===== src/rtl/registro_serializador_if.sv =====
// Handshake and serial-side signal bundle for registro_serializador.
interface registro_serializador_if #(
  parameter int N = 8
);
  logic         in_valid;
  logic         in_ready;
  logic [N-1:0] in_data;
  logic         ser_en;
  logic         ser_out;
  logic         ser_valid;
  logic         ser_last;
  logic         busy;

  modport master (
    output in_valid, in_data, ser_en,
    input  in_ready, ser_out, ser_valid, ser_last, busy
  );

  modport slave (
    input  in_valid, in_data, ser_en,
    output in_ready, ser_out, ser_valid, ser_last, busy
  );
endinterface


===== src/rtl/registro_serializador.sv =====
// Parallel-in/serial-out register: loads an N-bit word on a valid/ready
// handshake and shifts it out one bit per enabled cycle with valid/last framing.
module registro_serializador #(
  parameter int N         = 8,
  parameter bit MSB_FIRST = 1'b1
) (
  input logic                  clk,
  input logic                  rst,
  registro_serializador_if.slave bus
);

  localparam int CW = (N > 1) ? $clog2(N) : 1;
  localparam logic [CW-1:0] CNT_LAST = CW'(N - 1);
  localparam logic [CW-1:0] CNT_PREV = CW'(N - 2);

  typedef enum logic {
    IDLE,
    SHIFT
  } state_t;

  state_t         state, state_nx;
  logic [N-1:0]   sreg, sreg_nx;
  logic [CW-1:0]  cnt, cnt_nx;
  logic           last, last_nx;
  logic [N-1:0]   shifted;
  logic           at_end;
  logic           ready;

  // The outgoing bit always sits at the leading end of the shift register,
  // so ser_out is a direct flop output; zero fill leaves it 0 once a word ends.
  assign shifted = MSB_FIRST ? {sreg[N-2:0], 1'b0} : {1'b0, sreg[N-1:1]};
  assign at_end  = (cnt == CNT_LAST);
  assign ready   = (state == IDLE) || ((state == SHIFT) && at_end && bus.ser_en);

  assign bus.in_ready  = ready;
  assign bus.ser_out   = MSB_FIRST ? sreg[N-1] : sreg[0];
  assign bus.ser_valid = (state == SHIFT);
  assign bus.busy      = (state == SHIFT);
  assign bus.ser_last  = last;

  // State, shift register, bit counter and last flag registers.
  always_ff @(posedge clk or negedge rst) begin
    if (!rst) begin
      state <= IDLE;
      sreg  <= '0;
      cnt   <= '0;
      last  <= 1'b0;
    end else begin
      state <= state_nx;
      sreg  <= sreg_nx;
      cnt   <= cnt_nx;
      last  <= last_nx;
    end
  end

  // Next-state: load on handshake, shift on enable, hold on stall.
  always_comb begin
    state_nx = state;
    sreg_nx  = sreg;
    cnt_nx   = cnt;
    last_nx  = last;
    unique case (state)
      IDLE: begin
        if (bus.in_valid) begin
          state_nx = SHIFT;
          sreg_nx  = bus.in_data;
          cnt_nx   = '0;
          last_nx  = 1'b0;
        end
      end
      SHIFT: begin
        if (bus.ser_en) begin
          if (at_end) begin
            cnt_nx  = '0;
            last_nx = 1'b0;
            if (bus.in_valid) begin
              sreg_nx = bus.in_data;
            end else begin
              state_nx = IDLE;
              sreg_nx  = shifted;
            end
          end else begin
            sreg_nx = shifted;
            cnt_nx  = cnt + CW'(1);
            last_nx = (cnt == CNT_PREV);
          end
        end
      end
      default: begin
        state_nx = IDLE;
      end
    endcase
  end

endmodule


===== src/flat_wrapper.sv =====
// flat-port wrapper written by rule: the top's interface ports become plain ports
module registro_serializador_flat 
#(
  parameter int N         = 8,
  parameter bit MSB_FIRST = 1'b1
)
  (clk, rst, bus_in_valid, bus_in_data, bus_ser_en, bus_in_ready, bus_ser_out, bus_ser_valid, bus_ser_last, bus_busy);
  registro_serializador_if #(.N(N)) bus_i ();
  input logic clk;
  input logic rst;
  input wire logic [$bits(bus_i.in_valid)-1:0] bus_in_valid;
  input wire logic [$bits(bus_i.in_data)-1:0] bus_in_data;
  input wire logic [$bits(bus_i.ser_en)-1:0] bus_ser_en;
  output wire logic [$bits(bus_i.in_ready)-1:0] bus_in_ready;
  output wire logic [$bits(bus_i.ser_out)-1:0] bus_ser_out;
  output wire logic [$bits(bus_i.ser_valid)-1:0] bus_ser_valid;
  output wire logic [$bits(bus_i.ser_last)-1:0] bus_ser_last;
  output wire logic [$bits(bus_i.busy)-1:0] bus_busy;
  assign bus_i.in_valid = bus_in_valid;
  assign bus_i.in_data = bus_in_data;
  assign bus_i.ser_en = bus_ser_en;
  assign bus_in_ready = bus_i.in_ready;
  assign bus_ser_out = bus_i.ser_out;
  assign bus_ser_valid = bus_i.ser_valid;
  assign bus_ser_last = bus_i.ser_last;
  assign bus_busy = bus_i.busy;
  registro_serializador #(.N(N), .MSB_FIRST(MSB_FIRST)) u_core (.clk(clk), .rst(rst), .bus(bus_i));
endmodule

===== config.mk =====
export PLATFORM = sky130hd
export DESIGN_NAME = registro_serializador_flat
export DESIGN_NICKNAME = d
export VERILOG_FILES = /design/src/rtl/registro_serializador_if.sv /design/src/rtl/registro_serializador.sv /design/src/flat_wrapper.sv
export SDC_FILE = /design/constraint.sdc
export NUM_CORES = 1
export LEC_CHECK = 0
export ABC_AREA = 1
export BUFFER_PORTS_ARGS = -buffer_cell sky130_fd_sc_hd__buf_4
export CORE_AREA = 2 2 55 57
export CTS_BUF_LIST = sky130_fd_sc_hd__clkbuf_2 sky130_fd_sc_hd__clkbuf_4 sky130_fd_sc_hd__clkbuf_8
export CTS_CLUSTER_SIZE = 16
export DETAILED_ROUTE_END_ITERATION = 12
export DIE_AREA = 0 0 57 59
export GPL_ROUTABILITY_DRIVEN = 0
export PLACE_DENSITY = 0.45
export SLEW_MARGIN = 20
export SYNTH_ARGS = -nofsm -noshare
export SYNTH_HDL_FRONTEND = slang
export SYNTH_SLANG_ARGS = --single-unit

===== constraint.sdc =====
create_clock -name clk -period 1.3 [get_ports clk]
set_input_delay 0.13 -clock clk [delete_from_list [all_inputs] [get_ports clk]]
set_output_delay 0.13 -clock clk [all_outputs]
set_load 0.005 [all_outputs]

==> results of run 1 <==
-- critical path: stages (launching register included) --
cell     delay (ns)
dfrtp_1        0.40
ha_2           0.21
ha_4           0.16
buf_6          0.10
nand2_2        0.04
nand2_1        0.04
buf_4          0.13
-- worst paths after layout --
path                                            start                         end  slack, ns
min in group asynchronous                         rst  u_core.sreg[3]$_DFFE_PN0P_       0.22
max                         u_core.cnt[0]$_DFFE_PN0P_                bus_in_ready      -0.20
max in group asynchronous                         rst   u_core.cnt[2]$_DFFE_PN0P_       0.91
max reg2reg                 u_core.cnt[0]$_DFFE_PN0P_  u_core.sreg[6]$_DFFE_PN0P_      -0.19
min reg2reg                u_core.sreg[0]$_DFFE_PN0P_  u_core.sreg[0]$_DFFE_PN0P_       0.52
min                                    bus_in_data[0]  u_core.sreg[0]$_DFFE_PN0P_       0.08
-- cell usage in the layout (no fill, tap or decap) --
cell           Yosys  final
ha_2               0      1
or2_2              1      1
nand2_1           25     21
nand3_1           28     14
dlygate4sd3_1      0      1
o31ai_2            0      1
inv_1             16     16
buf_4              3     26
ha_4               0      2
nand3_2            0     14
nor2_4             0      1
ha_1               4      1
nand2_4            0      2
a21oi_1            1      1
clkbuf_4           0      4
dfrtp_1           13     13
o21ai_1            1      1
buf_6              0      4
nand2_2            2      4
-- kinds of logic (layout without fill, tap and decap cells) --
family          Yosys count  count (layout)  share of synthesized area [%]
flops                    13              13                           44.1
compound gates            3               3                           2.38
buf+inv                  20              51                           11.9
simple gates             57              57                           34.8
fa+ha+maj                 4               4                           6.79
-- per-stage QoR --
stage          instances  total power [mW]
2_1_floorplan         97             0.976
5_1_grt              159              1.86
3_5_place_dp         150              1.21
3_3_place_gp         150              1.20
6_report             159              1.72
4_1_cts              159              1.69
-- registers in the layout, indices dropped and copies added (netlist names) --
signal and count:
u_core.bus.busy 1, u_core.bus.ser_last 1, u_core.cnt 3, u_core.sreg 8
-- report_power, final --
group	total [mW]	internal [mW]	switching (mW)
clock	0.284	0.140	0.144
combinational	0.774	0.406	0.369
sequential	0.659	0.547	0.112
-- area by class of cell --
class                           count  area [µm²]  share of cell area, %
Clock buffer                        4        30.0                   2.59
Multi-Input combinational cell     64         454                   39.2
Tap cell                           31        38.8                   3.35
Inverter                           16        60.1                   5.18
Sequential cell                    13         325                   28.1
Timing Repair Buffer               31         250                   21.6
-- repair_timing --
action | CTS | global route
endpoints found under the hold margin | 13 | 0
buffers inserted | 4 | 0
pin swaps | 12 | 7
endpoints found under the setup margin | 8 | 12
gates resized for setup | 24 | 8
hold buffers | 1 | 0
-- layer usage --
metal | vias to the layer above | routed length [µm]
met5 | - | 0
met4 | 0 | 13
met2 | 14 | 968
li1 | 368 | -
met3 | 2 | 97
met1 | 337 | 887
==> metrics list, run 1 <==
- For this run the aggregate overflow at the end of global routing stands at 0.
- Vias after detailed routing: 721
* Worst Path Class, Setup: reg2out
- Post-DP HPWL: 1.34 mm
- VDD sags by at most 0.00101 V.
- Fraction of layout cells with a size suffix above 1: 46.9%
- Count of endpoints failing setup in the final report: 8
- After the last flow step, the layout net total stands at 145.
* Overall global routing resource usage: 13.1%
- Max Clock Skew: 0.000932 ns
- The core region is 0.00271 mm².
- Vias per std cell: 4.53
- Before CTS, the worst setup slack after placement is -0.0480 ns.
- Detailed-route wire length: 1.97 mm
- X dimension of the die: 57 µm
- Largest fanout on the critical path: 2
- Height of the chip: 59 µm
- For this block, the initial DRC count from the detailed router was 19.
- Number of antenna violations at the first check in global routing: 0
- The tree is rooted in a clkbuf_4.
* Library cell with the largest summed area after synthesis: dfrtp_1
* Gr busiest metal: met2
- Number of global-route vias before repair: 688
* Final instance area: 0.00116 mm²
* Hold/Removal Path Class: in2reg
* Number of placement rows: 19
- Total power density per cell area: 1480 mW/mm²
- Overall die area: 0.00336 mm²
- In this run the mean area of a mapped cell was 7.60 µm².
- Setup repair after global routing could not meet its margin everywhere.
* Post-detailed-placement cell area: 943 µm²
- After synthesis, the netlist uses 13 different library cells.
- Headroom to the max-slew limit came out at 80.8%.
- M1 GR Usage: 17.5%
* Wire length of the first global-routing pass: 3.33 mm
- For the worst setup path, the data required time is 1.17 ns.
- In this run the deepest clock path goes through 2 buffers.
- For the pin with the worst max-slew slack, the measured transition is 0.288 ns.
- Global routing consumed, on the met3 layer, 4.59% of the routing resources.
- Pin count of the biggest net entering global routing: 14
- Seq cells post-synth: 13
- Peak clock frequency supported by timing: 667 MHz
- The first detailed-routing pass ran for 4 iterations.
* Warnings from Yosys: 0
* Buffers added on ports: 16
- By area the synthesized netlist is led by dfrtp_1, nand3_1, nand2_1.
- Most numerous cell types in the synthesized netlist: nand3_1, nand2_1, inv_1
- Of all flip-flops after synthesis, the portion carrying an async set or reset was 100%.
- Share of the core filled with cells in the final layout: 42.8%
- Worst-case hold slack: 0.0789 ns
- Final worst setup slack: -0.199 ns
- Global-route met2 utilization: 21.2%
- Portion of the post-synthesis area used by sequential elements: 44.1%
- Setup_tns: -1.44 ns
- Number of hold-slack violations in the final timing report: 0
- Data arrival time of the critical path: 1.37 ns
- Number of max-cap violations: 0
- The worst setup path is launched from a register.
- Average detailed-routed wire length per instance: 12.4 µm
* Violations in the final reports: setup timing
* Drt drc: 0
- The detail route stage leaves a number of antenna-violating nets equal to 0.
- CTS tree: yes
* Most numerous cell in the Yosys netlist: nand3_1
* Cells after Synth: 97
- Count of cells along the worst hold path: 3
- Element type at the critical path end: output port
* Max-slew violation total from the final report: 0
- Layout overhead on the synthesized area: 57.2%
* Final cycle utilization of the critical path: 115%
- The most used flip-flop cell after synthesis is dfrtp_1.
- The initial utilization of the core area, before any placement, comes to 27.2%.
* Number of inserted filler cells in the final layout: 293
- Antenna cells: 0
- Total CTS buffers: 3
- Cell depth of the worst flop-to-flop path: 9
- Counting flops with a built-in enable in the synthesized netlist gives 0.
- Run status: finished with violations
* Post-layout minimum cycle time: 1.50 ns
- Netlist Area Pre-Place: 737 µm²
* Share of Yosys cell area claimed by the top area cell type: 44.1%
* CTS clk-pin slew, worst paths: 0.08 ns
* Top Ports: 17
* CTS HTree Levels: 1
- For this design the static power due to leakage is 0.664 nW.
- For the worst-skew pair, the clock arrives at the later sink with an insertion delay of 0.28 ns.
* Syn_nets: 113
- Number of clock sinks seen by CTS: 13
Note: power is estimated with default switching activity, not from simulation.
==> run 2, diff against run 1 <==
--- a/config.mk
+++ b/config.mk
@@ -5,15 +5,14 @@
 export SDC_FILE = /design/constraint.sdc
 export NUM_CORES = 1
 export LEC_CHECK = 0
-export ABC_AREA = 1
 export BUFFER_PORTS_ARGS = -buffer_cell sky130_fd_sc_hd__buf_4
-export CORE_AREA = 2 2 55 57
+export CORE_AREA = 2 2 53 55
 export CTS_BUF_LIST = sky130_fd_sc_hd__clkbuf_2 sky130_fd_sc_hd__clkbuf_4 sky130_fd_sc_hd__clkbuf_8
 export CTS_CLUSTER_SIZE = 16
 export DETAILED_ROUTE_END_ITERATION = 12
-export DIE_AREA = 0 0 57 59
+export DIE_AREA = 0 0 55 57
 export GPL_ROUTABILITY_DRIVEN = 0
-export PLACE_DENSITY = 0.45
+export PLACE_DENSITY = 0.46
 export SLEW_MARGIN = 20
 export SYNTH_ARGS = -nofsm -noshare
 export SYNTH_HDL_FRONTEND = slang
==> run 2 against run 1 <==
The flow still finishes with violations (setup timing). Sequential share of layout area is 6.4 points higher. Core utilization is 6.7 points lower. Wire length decreased by 27%. Critical path depth stayed put. Sequential cell count is the same. Non-clock buffer count fell by 6. Clock-buffer cell count fell by 1. Clock skew up 0.0071 ns. Critical path type is now reg2reg. Largest cell class unchanged.
==> metrics list, run 2 <==
* Worst-skew pair later-pin latency: 0.28 ns (about the same)
- Layout overhead on the synthesized area: 36.1% (was 57.2%)
* Count of cells along the worst hold path: 2 (was 3)
* Initial core utilization: 26.5% (was 27.2%)
- Buffers added on ports: 16 (unchanged)
- GRT Residual Overflow: 0 (unchanged)
* # nets final: 106 (was 145)
- The worst-case register-to-register setup slack came to -0.15 ns (was -0.19 ns).
- The cell area power density was 1640 mW/mm² (was 1480 mW/mm²).
- Vias after detailed routing: 533 (was 721)
* Number of global-route vias before repair: 549 (was 688)
* Hold/Removal Path Class: in2reg (unchanged)
- The unique cell type count in the Yosys netlist came to 19 (was 13).
- The number of clock buffers inserted by TritonCTS is 3 (unchanged).
- Share of Yosys cell area claimed by the top area cell type: 46.9% (was 44.1%)
* Largest fanout on the critical path: 3 (was 2)
* Seq cells post-synth: 13 (unchanged)
- The count of flip-flops with a built-in enable after synthesis was 0 (unchanged).
- Worst-case hold slack: 0.0759 ns (was 0.0789 ns)
- The root buffer selected by CTS is clkbuf_4 (unchanged).
- The end of the worst register-to-register path was u_core.cnt[1]$_DFFE_PN0P_ (was u_core.sreg[6]$_DFFE_PN0P_).
* Async set-reset flop share out of synthesis: 100% (unchanged)
- The area occupied by registers is 325 µm² (unchanged).
- The final number of setup-violating endpoints was 13 (was 8).
- The maximum resistive drop on vdd is 0.000667 V (was 0.00101 V).
- Main flop type after synthesis: dfrtp_1 (unchanged)
* Antenna cells: 0 (unchanged)
* Warnings from Yosys: 0 (unchanged)
- Average detailed-routed wire length per instance: 11.9 µm (was 12.4 µm)
- The horizontal die dimension is 55 µm (was 57 µm).
- The worst-case setup margin in the final layout was -0.151 ns (was -0.199 ns).
* Cell depth of the worst flop-to-flop path: 6 (was 9)
* Reg with most FFs: u_core.sreg (unchanged)
* Most numerous cell in the Yosys netlist: dfrtp_1 (was nand3_1)
- Worst min-delay path endpoint: u_core.cnt[2]$_DFFE_PN0P_ (was u_core.sreg[0]$_DFFE_PN0P_)
- Worst Tran Pin Value: 0.143 ns (was 0.288 ns)
- Static leakage power: 0.477 nW (was 0.664 nW)
- Worst hold path startpoint: bus_in_valid (was bus_in_data[0])
- The largest clock skew in the final design is 0.00808 ns (was 0.000932 ns).
* Number of antenna violations at the first check in global routing: 0 (unchanged)
* Cell types occupying the most area after synthesis: dfrtp_1, mux2i_1, ha_1 (was dfrtp_1, nand3_1, nand2_1)
- Post-layout minimum cycle time: 1.45 ns (was 1.50 ns)
- Vias per std cell: 4.44 (was 4.53)
* Max-slew violation total from the final report: 0 (unchanged)
- RSZ-0062 raised after global routing: yes (unchanged)
- The number of primary I/O pins came to 17 (unchanged).
- The final-report hold violation count is 0 (unchanged).
- The fraction of the cycle the final worst path needs came to 112% (was 115%).
- Wire length of the first global-routing pass: 2.37 mm (was 3.33 mm)
* Peak clock frequency supported by timing: 689 MHz (was 667 MHz)
* Overall die area: 0.00314 mm² (was 0.00336 mm²)
- The cell count after synthesis was 64 (was 97).
- The kind of end point of the critical path is a register (was output port).
- The number of maximum-capacitance constraint violations was 0 (unchanged).
* ANT nets after route: 0 (unchanged)
- Post-DP HPWL: 984 µm (was 1.34 mm)
- The fill cell total of the finished layout is 276 (was 293).
- The maximum number of buffers from clock root to sink came to 2 (unchanged).
- Syn_nets: 80 (was 113)
- The critical path data arrival time came to 1.64 ns (was 1.37 ns).
- Most common cell after layout, fill and taps aside: buf_4 (unchanged)
- The starting DRC count in detailed routing came to 12 (was 19).
* Reg2reg start: u_core.cnt[0]$_DFFE_PN0P_ (unchanged)
- Number of detailed-route iterations in the first pass: 3 (was 4)
- Crit start category: register (unchanged)
- Netlist Area Pre-Place: 693 µm² (was 737 µm²)
- The number of DRC violations after detailed routing came to 0 (unchanged).
- The total design power was 1.55 mW (was 1.72 mW).
* Most numerous cell types in the synthesized netlist: dfrtp_1, mux2i_1, a21oi_1, nor2_1, nand2_1 (was nand3_1, nand2_1, inv_1)
- CP required: 1.49 ns (was 1.17 ns)
- The flip-flop count of the largest register after layout came to 8 (unchanged).
- The mean area per synthesized cell was 10.8 µm² (was 7.60 µm²).
- CTS HTree Levels: 1 (unchanged)
- Detailed-route wire length: 1.43 mm (was 1.97 mm)
* Portion of the post-synthesis area used by sequential elements: 46.9% (was 44.1%)
- The placeable core area was 0.00262 mm² (was 0.00271 mm²).
- The cell type with the highest aggregate area in the netlist is dfrtp_1 (unchanged).
- The pin count of the biggest net entering global routing came to 18 (was 14).
* Highest-count cells in the layout ignoring fill and taps: buf_4, dfrtp_1, mux2i_1 (was buf_4, nand2_1, inv_1)
- The share of layout cells above drive strength 1 came to 38.2% (was 46.9%).
- Number of placement rows: 19 (unchanged)
- The CTS tree was yes (unchanged).
- CTS clk-pin slew, worst paths: 0.09 ns (was 0.08 ns)
- Regs by FF count: u_core.sreg x8, u_core.cnt x3 (unchanged)
* Number of clock sinks seen by CTS: 13 (unchanged)
- The total routing resource utilization after global routing was 10.6% (was 13.1%).
- Tightest slew margin relative to the limit: 90.2% (was 80.8%)
* Height of the chip: 57 µm (was 59 µm)
- Multi-input gate area in the final layout: 347 µm² (was 454 µm²)
- Violations in the final reports: setup timing (unchanged).
- Worst Path Class, Setup: reg2reg (was reg2out)
- Run status: finished with violations (unchanged).
## run 2: kinds of logic (layout without fill, tap and decap cells)
| group | count (synthesis) | in the layout | synth area share (%) |
|---|---|---|---|
| fa+ha+maj | 4 | 4 | 7.22 |
| simple gates | 16 | 16 | 9.93 |
| buf+inv | 7 | 32 | 7.58 |
| compound gates | 13 | 13 | 11.6 |
| mux | 11 | 11 | 16.8 |
| flops | 13 | 13 | 46.9 |
## run 2: layout make-up
type                    count  share of cell area [%]
clock buffers               3                    2.39
flip-flops and latches     13                    34.5
multi-input cells          44                    36.7
inverters                   3                    1.19
well taps                  31                    4.11
clock inverters             1                   0.531
repair buffers             25                    20.6
## run 2: worst max-delay path by stage
stage                                    from                    endpoint  cells after the start
global route        u_core.cnt[0]$_DFFE_PN0P_  u_core.sreg[7]$_DFFE_PN0P_                      6
CTS                 u_core.cnt[0]$_DFFE_PN0P_  u_core.sreg[7]$_DFFE_PN0P_                      6
global placement    u_core.cnt[1]$_DFFE_PN0P_  u_core.sreg[3]$_DFFE_PN0P_                      6
floorplan           u_core.cnt[1]$_DFFE_PN0P_  u_core.sreg[1]$_DFFE_PN0P_                      6
detailed placement  u_core.cnt[1]$_DFFE_PN0P_  u_core.sreg[5]$_DFFE_PN0P_                      6
finish              u_core.cnt[0]$_DFFE_PN0P_   u_core.cnt[1]$_DFFE_PN0P_                      6
## run 2: timing repair
| item | in CTS | in global routing |
|---|---|---|
| pin swaps | 4 | 4 |
| gates resized for setup | 4 | 0 |
| endpoints found under the hold margin | 13 | 0 |
| hold buffers | 1 | 0 |
| setup endpoints to repair | 9 | 12 |
| buffers inserted | 1 | 2 |
## run 2: stage by stage
stage | instance area, µm² | setup TNS, ns | utilization (%) | setup slack (ns) | cells
floorplan | 708 | -0.407 | - | -0.0582 | 64
global placement | 863 | -0.789 | 33.0 | -0.119 | 112
detailed placement | 863 | -0.942 | 33.0 | -0.147 | 112
CTS | 928 | -1.02 | 35.5 | -0.132 | 118
global route | 943 | -2.47 | 36.1 | -0.244 | 120
finish | 943 | -1.57 | 36.1 | -0.151 | 120
## run 2: where the power goes
part / switching (mW) / internal, mW
clock: 0.136 / 0.114
combinational: 0.283 / 0.380
sequential: 0.0907 / 0.548
## run 2: metal layers
| layer | track usage, % | vias to the layer above | wire length (µm) | share of wire, % |
|---|---|---|---|---|
| met5 | 0 | - | 0 | 0 |
| met4 | 6.27 | 0 | 12 | 0.84 |
| met3 | 2.36 | 2 | 101 | 7.1 |
| met2 | 15.8 | 14 | 647 | 45 |
| met1 | 13.6 | 248 | 667 | 47 |
| li1 | - | 269 | - | - |
## run 2: critical path, stage by stage, from the launching register on
cell and delay, ns:
dfrtp_1 0.39, ha_2 0.21, buf_4 0.14, buf_4 0.13, ha_4 0.15, nand3b_1 0.19
o22ai_1 0.15
